===== src/rtl/argmax_scan_unit.sv =====
// Sequential argmax over a packed vector of signed activations, LANES entries per cycle.
// Returns winner index/value, runner-up value, margin and a low-confidence flag.
module argmax_scan_unit #(
    parameter int unsigned NEURONS    = 10,
    parameter int unsigned RES        = 8,
    parameter int unsigned LANES      = 1,
    parameter int unsigned TIE_LOWEST = 1,
    parameter int unsigned IDX_W      = 8
) (
    input  logic                     clk,
    input  logic                     rst_n,
    input  logic                     in_valid,
    output logic                     in_ready,
    input  logic [RES*NEURONS-1:0]   output_activations,
    input  logic [RES:0]             conf_threshold,
    output logic                     out_valid,
    input  logic                     out_ready,
    output logic [IDX_W-1:0]         predicted_digit,
    output logic [RES-1:0]           max_value,
    output logic [RES-1:0]           second_value,
    output logic [RES:0]             margin,
    output logic                     low_conf
);

    localparam int unsigned SEL_W = $clog2(NEURONS);
    localparam int unsigned PTR_W = $clog2(NEURONS + LANES) + 1;
    localparam logic signed [RES-1:0] MOST_NEG = {1'b1, {(RES-1){1'b0}}};

    typedef enum logic [1:0] {IDLE, SCAN, HOLD} state_t;

    state_t                  state;
    logic signed [RES-1:0]   act   [NEURONS];
    logic signed [RES-1:0]   vec_r [NEURONS];
    logic [RES:0]            thr_r;
    logic [PTR_W-1:0]        ptr_r;
    logic signed [RES-1:0]   max_r;
    logic signed [RES-1:0]   sec_r;
    logic [IDX_W-1:0]        idx_r;

    logic signed [RES-1:0]   scan_max_c;
    logic signed [RES-1:0]   scan_sec_c;
    logic [IDX_W-1:0]        scan_idx_c;
    logic                    scan_last_c;
    logic signed [RES-1:0]   lane_v_c;
    int unsigned             lane_e_c;
    logic                    beats_c;
    logic [RES:0]            margin_c;

    // Unpack the flat activation bus into addressable entries
    for (genvar g = 0; g < NEURONS; g++) begin : g_unpack
        assign act[g] = output_activations[g*RES +: RES];
    end

    // One scan step: fold LANES entries into the running max/second in index order
    always_comb begin
        scan_max_c  = max_r;
        scan_sec_c  = sec_r;
        scan_idx_c  = idx_r;
        scan_last_c = 1'b0;
        lane_v_c    = '0;
        lane_e_c    = 0;
        beats_c     = 1'b0;
        for (int unsigned l = 0; l < LANES; l++) begin
            lane_e_c = 32'(ptr_r) + l;
            if (lane_e_c < NEURONS) begin
                lane_v_c = vec_r[SEL_W'(lane_e_c)];
                beats_c  = (TIE_LOWEST != 0) ? (lane_v_c > scan_max_c)
                                             : (lane_v_c >= scan_max_c);
                if (beats_c) begin
                    scan_sec_c = scan_max_c;
                    scan_max_c = lane_v_c;
                    scan_idx_c = IDX_W'(lane_e_c);
                end else if (lane_v_c > scan_sec_c) begin
                    scan_sec_c = lane_v_c;
                end
                if (lane_e_c == NEURONS - 1) begin
                    scan_last_c = 1'b1;
                end
            end
        end
    end

    // Running max never drops below running second, so the difference is non-negative
    assign margin_c = (RES+1)'(max_r) - (RES+1)'(sec_r);

    // Control FSM with registered handshake and result outputs
    always_ff @(posedge clk or negedge rst_n) begin
        if (!rst_n) begin
            state           <= IDLE;
            in_ready        <= 1'b1;
            out_valid       <= 1'b0;
            predicted_digit <= '0;
            max_value       <= '0;
            second_value    <= '0;
            margin          <= '0;
            low_conf        <= 1'b0;
            for (int i = 0; i < NEURONS; i++) begin
                vec_r[i] <= '0;
            end
            thr_r <= '0;
            ptr_r <= '0;
            max_r <= '0;
            sec_r <= '0;
            idx_r <= '0;
        end else begin
            case (state)
                IDLE: begin
                    if (in_valid && in_ready) begin
                        vec_r    <= act;
                        thr_r    <= conf_threshold;
                        max_r    <= act[0];
                        sec_r    <= MOST_NEG;
                        idx_r    <= '0;
                        ptr_r    <= PTR_W'(1);
                        in_ready <= 1'b0;
                        state    <= SCAN;
                    end
                end
                SCAN: begin
                    max_r <= scan_max_c;
                    sec_r <= scan_sec_c;
                    idx_r <= scan_idx_c;
                    ptr_r <= ptr_r + PTR_W'(LANES);
                    if (scan_last_c) begin
                        state <= HOLD;
                    end
                end
                HOLD: begin
                    if (!out_valid) begin
                        predicted_digit <= idx_r;
                        max_value       <= max_r;
                        second_value    <= sec_r;
                        margin          <= margin_c;
                        low_conf        <= (margin_c < thr_r);
                        out_valid       <= 1'b1;
                    end else if (out_ready) begin
                        out_valid <= 1'b0;
                        in_ready  <= 1'b1;
                        state     <= IDLE;
                    end
                end
                default: begin
                    state     <= IDLE;
                    in_ready  <= 1'b1;
                    out_valid <= 1'b0;
                end
            endcase
        end
    end

endmodule


===== config.mk =====
export PLATFORM = sky130hd
export DESIGN_NAME = argmax_scan_unit
export DESIGN_NICKNAME = d
export VERILOG_FILES = /design/src/rtl/argmax_scan_unit.sv
export SDC_FILE = /design/constraint.sdc
export NUM_CORES = 1
export LEC_CHECK = 0
export CAP_MARGIN = 20
export CELL_PAD_IN_SITES_DETAIL_PLACEMENT = 0
export CELL_PAD_IN_SITES_GLOBAL_PLACEMENT = 2
export CORE_ASPECT_RATIO = 0.6
export CORE_MARGIN = 3
export CORE_UTILIZATION = 32
export CTS_CLUSTER_SIZE = 12
export DETAILED_ROUTE_END_ITERATION = 8
export PLACE_DENSITY = 0.77
export SLEW_MARGIN = 20
export SYNTH_ARGS = -nofsm -noshare
export SYNTH_HDL_FRONTEND = slang
export SYNTH_SLANG_ARGS = --single-unit

===== constraint.sdc =====
create_clock -name clk -period 2.99 [get_ports clk]
set_input_delay 0.598 -clock clk [delete_from_list [all_inputs] [get_ports clk]]
set_output_delay 0.598 -clock clk [all_outputs]
set_load 0.02 [all_outputs]

---- Word-level counts from Yosys, hierarchy flattened ----
Index checks and enable logic that the tools add are counted.
operators by class
  mux-type cells .......................... 32
  bitwise operators ....................... 3
  $add $sub $neg .......................... 2
  magnitude comparators ................... 5
  equality and inequality tests ........... 10
  reductions and logical operators ........ 11
operators with widths
  operator                                                   count
  2-to-1 mux 8 bit                                           12
  one-hot mux 8 bit (2 select lines)                         3
  binary-select mux 8 bit (select 4 bit)                     1
  greater-than comparator 8 bit                              2
  AND reduction 4 bit                                        4
  inequality test 2 bit (second input constant)              6
  one-hot mux 5 bit (2 select lines)                         1
  < comparator 9 bit                                         1
  subtractor 8 x 8 -> 9 bit                                  1
  2-to-1 mux 2 bit                                           4
  2-to-1 mux 1 bit                                           7
  one-hot mux 2 bit (3 select lines)                         1
  AND reduction 2 bit                                        3
  adder 5 x 1 -> 5 bit (second input constant)               1
  == test 5 x 4 -> 1 bit (second input constant)             1
  greater-or-equal comparator 5 bit (second input constant)  1
  < comparator 5 x 4 -> 1 bit (second input constant)        1
  2-to-1 mux 5 bit                                           1
  inverter 4 -> 5 bit                                        1
  inequality test 3 bit (second input constant)              1
  one-hot mux 1 bit (3 select lines)                         1
  == test 2 x 1 -> 1 bit (second input constant)             1
  == test 2 bit (second input constant)                      1
  logical NOT 2 bit                                          1
  other kinds (5)                                            6
word-level totals
  bits of input ports ..................... 93
  output and inout port bits .............. 36
  logic and storage cells ................. 86
  bits in registers ....................... 156

---- Longest topological paths before layout ----
  depth in word-level cells ............... 9
  mapped depth ............................ 14
  gate-level depth less buffers ........... 14

---- Worst setup path after synthesis ----
Ideal clock, no wire load.
  path type ............................... register -> register
  start point ............................. register ptr_r[0]
  end point ............................... register sec_r[0]
  stages on the path, launching flop included .. 11
  path slack .............................. -0.053 ns
  path buffers ............................ 1
  arrival time ............................ 2.964 ns
  cell sequence ........................... dfrtp_1 -> buf_4 -> mux4_2 -> a22oi_1 -> o21ai_1 -> ha_1 -> a21oi_1 -> a2bb2oi_1 -> a31oi_4 -> o31ai_4 -> mux2i_1
between the ends
  longest elaborated chain between the ends .. 8
RTL lines
  item                                                                      line    source
  start: declaration                                                        35      logic [PTR_W-1:0] ptr_r;
  start signal: assignment                                                  123     ptr_r <= ptr_r + PTR_W'(LANES);
  inverter 4 -> 5 bit (not written as such)                                 66      lane_v_c = vec_r[SEL_W'(lane_e_c)];
  binary-select mux 8 bit (select 4 bit)                                    66
  2-to-1 mux 8 bit (not written as such) (2 in series)                      66
  greater-than comparator 8 bit / 2-to-1 mux 8 bit (equally long branches)  67, 73
  2-to-1 mux 8 bit                                                          69      if (beats_c) begin
  2-to-1 mux 8 bit                                                          65      if (lane_e_c < NEURONS) begin
  one-hot mux 8 bit (2 select lines)                                        106     case (state)
  end signal: assignment                                                    121     sec_r <= scan_sec_c;
  end: declaration                                                          37      logic signed [RES-1:0] sec_r;
Several ways; a longest one is shown, not always the timed one. The select of a mux whose other input is x is not followed.
A chain may end at the register's enable or synchronous reset.

---- Worst setup path in the final report ----
  start point ............................. register ptr_r[0]
  end point ............................... register sec_r[2]
The elaborated chain is that of the path after synthesis.

==> reports/summary.log <==
qor: power.totalPowerFinal 0.00433 W
qor: synth.ys_types 59
qor: routing.drtAntennaViolNets 0
qor: routing.routed_wirelength 21500 um
qor: global_route.globalRouteTotalUtil 0.173
qor: sta.final_worst_path_cycle_share 1.03
qor: synth.asyncSetResetFlopFracSynth 1.00
qor: synth.synth_edf_count 0
qor: sta.finalSetupViolations 21
qor: finish.share_of_post_route_cells_with_drive_strength_above_1 0.318
qor: setup_path.path_class flip-flop to flip-flop
qor: finish.mostFrequentLayoutCell dfrtp_1
qor: routing.drt_iter0_markers 318
qor: global_route.antenna_found_initial 0
qor: clocking.cts_tree done
qor: sta.final_period_minus_worst_setup_slack 3.08 ns
qor: clocking.cts.sinks 150
qor: synth.yosys_most_used_dff dfrtp_1
qor: routing.dr_total_vias 5630
qor: clocking.cts-root-to-sink-buffers 2
qor: synth.yosys_register_bits 150
qor: power.switching_share 0.211
qor: floorplanning.die_width 204 um
qor: sta.slew_headroom 0.445
qor: synth.ys.warnings.count 0
qor: setup_path.timing.rr.start ptr_r[0]
qor: power.sequential_cell_fraction_of_total_power 0.468
qor: sta.worst_slack -0.0936 ns
qor: synth.seq_area_frac_synth 0.500
qor: floorplanning.core_area 22500 um^2
qor: global_route.grt_pass1_wl 34000 um
qor: clocking.cts_htree_levels 4
qor: clocking.clock_latency_on_the_worst_skew_pair 0.44 ns
qor: routing.detail_route.drc_violations 0
qor: finish.area_delta_synth_final 43.3%
qor: floorplanning.floorplan.die_area 25400 um^2
qor: setup_path.worstPathRequired 3.35 ns
qor: setup_path.worst_r2r_path_depth 14
qor: finish.utilization_after_layout 0.477
qor: setup_path.cp-start-kind flip-flop
qor: setup_path.worst_setup_path_end_kind flip-flop
qor: power.clockPowerShare 0.489
qor: power.power.leakage 4.84 nW
qor: floorplanning.ios 129
qor: routing.drt_first_pass_iters 5
qor: power.netSwitchingPower 0.000913 W
qor: clocking.clock_tree.root_cell clkbuf_16
qor: sta.worst-slew-pin-transition 0.833 ns
qor: power.ir_drop 0.352 mV
qor: finish.nets 961
qor: placement.routabilityCongestion 0.829
qor: floorplanning.floorplan.rows 42
qor: placement.port-buffer-count 125
qor: run_status.failing_checks negative setup slack
qor: routing.post_drt_via_cell_ratio 4.89
qor: sta.hold_viol_final 0
qor: clocking.clk_transition_reported_paths 0.06 ns
qor: placement.hpwl_reported_at_the_end_of_detailed_placement 15700 um
qor: synth.synthesis.area 7510 um^2
qor: setup_path.rr_endpoint sec_r[2]
qor: sta.totalNegativeSetupSlack -1.48 ns
qor: clocking.holdBufCountCts 0
qor: routing.post_drt_wl_per_cell 18.7 um
qor: power.p_int 0.00342 W
qor: synth.netlist_instances 654
qor: run.drv_cap 0
qor: global_route.grt_overflow_total 0
qor: global_route.grt_pass1_vias 5915
qor: sta.skew 0.0134 ns
qor: finish.mostFrequentLayoutCells dfrtp_1 (147), clkdlybuf4s50_1 (124), mux2_2 (83)
qor: clocking.cts_inserted_buffers 17
qor: setup_path.r2r_slack -0.09 ns
qor: floorplanning.starting_utilization_of_the_core_area 0.333
qor: sta.grt_setup_unrepaired yes
qor: synth.syn-mean-instance-area 11.5 um^2
qor: floorplanning.dieHeight 125 um
qor: power.powerDensity 403 nW/um^2
qor: hold_path.hp-class input pin to async pin
qor: run_status.outcome finished, violations left
qor: sta.maxClockFrequency 0.324 GHz
qor: setup_path.critPathMaxFanout 8
qor: setup_path.cp_data_arrival_time 3.44 ns
qor: power.pwr-share-comb 0.043
qor: sta.final_max_slew_viol_count 0
qor: global_route.maximum_number_of_pins_on_one_net_before_global_route_repair 71
[per-layer routing]
metal,vias up,track usage,wire length (um)
met3,7,0.0392,1420
met5,-,0,0
met1,2802,0.277,10900
li1,2680,-,-
met2,141,0.236,9050
met4,0,0.0348,76
[logic make-up after synthesis]
group | after synthesis | synth area share
flip-flops | 150 | 0.500
multiplexers | 134 | 0.202
AND/OR/NAND/NOR | 129 | 0.0821
AO/OA/AOI/OAI | 125 | 0.106
buffers and inverters | 76 | 0.0452
adder cells (fa/ha/maj) | 35 | 0.0593
XOR/XNOR | 4 | 0.00467
other | 1 | 0.000499
[worst max-delay path, cell delays in order (launching register included)]
cell     delay (ns)
dfrtp_2        0.44
buf_8          0.16
buf_12         0.13
buf_16         0.12
mux2i_1        0.19
o22ai_2        0.09
o22a_2         0.30
ha_4           0.31
nand4_4        0.13
o32ai_4        0.30
a31oi_4        0.06
buf_6          0.15
o31ai_4        0.26
buf_12         0.17
mux2i_1        0.19
[how the worst max path moves through the flow]
stage | startpoint | depth (start not counted) | endpoint | slack [ns]
CTS | ptr_r[0] | 15 | sec_r[2] | -0.12
global route | ptr_r[0] | 14 | max_r[7] | -0.24
floorplan | ptr_r[0] | 10 | sec_r[0] | 0.01
finish | ptr_r[0] | 14 | sec_r[2] | -0.09
detailed placement | ptr_r[0] | 12 | sec_r[7] | -0.43
global placement | ptr_r[0] | 12 | sec_r[0] | -0.37
[power by group through the flow]
stage               Combinational, W  Clock (W)  Sequential [W]
detailed placement          0.000188          0         0.00207
CTS                         0.000190    0.00217         0.00203
global route                0.000202    0.00226         0.00203
global placement            0.000184          0         0.00207
floorplan                  0.0000102          0         0.00207
finish                      0.000185    0.00212         0.00203
[stage by stage]
| step | setup WS, ns | hold slack, ns | cell area, um^2 | instances |
|---|---|---|---|---|
| 2_1_floorplan | 0.00991 | 0.302 | 7530 | 656 |
| 3_3_place_gp | -0.367 | 0.462 | 9390 | 1099 |
| 3_5_place_dp | -0.429 | 0.463 | 9390 | 1099 |
| 4_1_cts | -0.121 | 0.214 | 10500 | 1145 |
| 5_1_grt | -0.245 | 0.241 | 10800 | 1151 |
| 6_report | -0.0936 | 0.199 | 10800 | 1152 |
[sequential cells by signal, summed over array words and instances, names as in the netlist]
signal,cells
vec_r,80
margin,9
thr_r,9
max_r,8
max_value,8
sec_r,8
second_value,8
idx_r,5
predicted_digit,5
ptr_r,5
state,2
in_ready,1
low_conf,1
out_valid,1
[final cells by class]
class                           instances  area (um^2)
Fill cell                            2049        11800
Multi-Input combinational cell        430         3890
Timing Repair Buffer                  197         2010
Clock buffer                           21          470
Antenna cell                            1         2.50
Clock inverter                          8          101
Sequential cell                       150         3760
Tap cell                              308          385
Inverter                               37          143
[synth_stat cells, drive strengths merged (6+ instances only)]
master	number	area, um^2
dfrtp	149	3730
mux4	6	135
inv	37	139
ha	34	425
clkbuf	15	56.3
nor2	10	37.5
mux2	83	935
o22ai	13	81.3
nor3	6	35.0
nor2b	6	37.5
o22a	6	52.6
nor3b	7	57.6
buf	24	144
o21ai	57	289
mux2i	45	450
a21oi	18	90.1
nand2	76	285
a31oi	6	52.6
[what timing repair did]
item                                    4_1_cts  5_1_grt
gates resized for setup                      62       48
setup buffers                                14        6
endpoints found under the setup margin       21       22
pin swaps                                    22       25
gates cloned                                  4        0
Note: power is estimated with default switching activity, not from simulation.
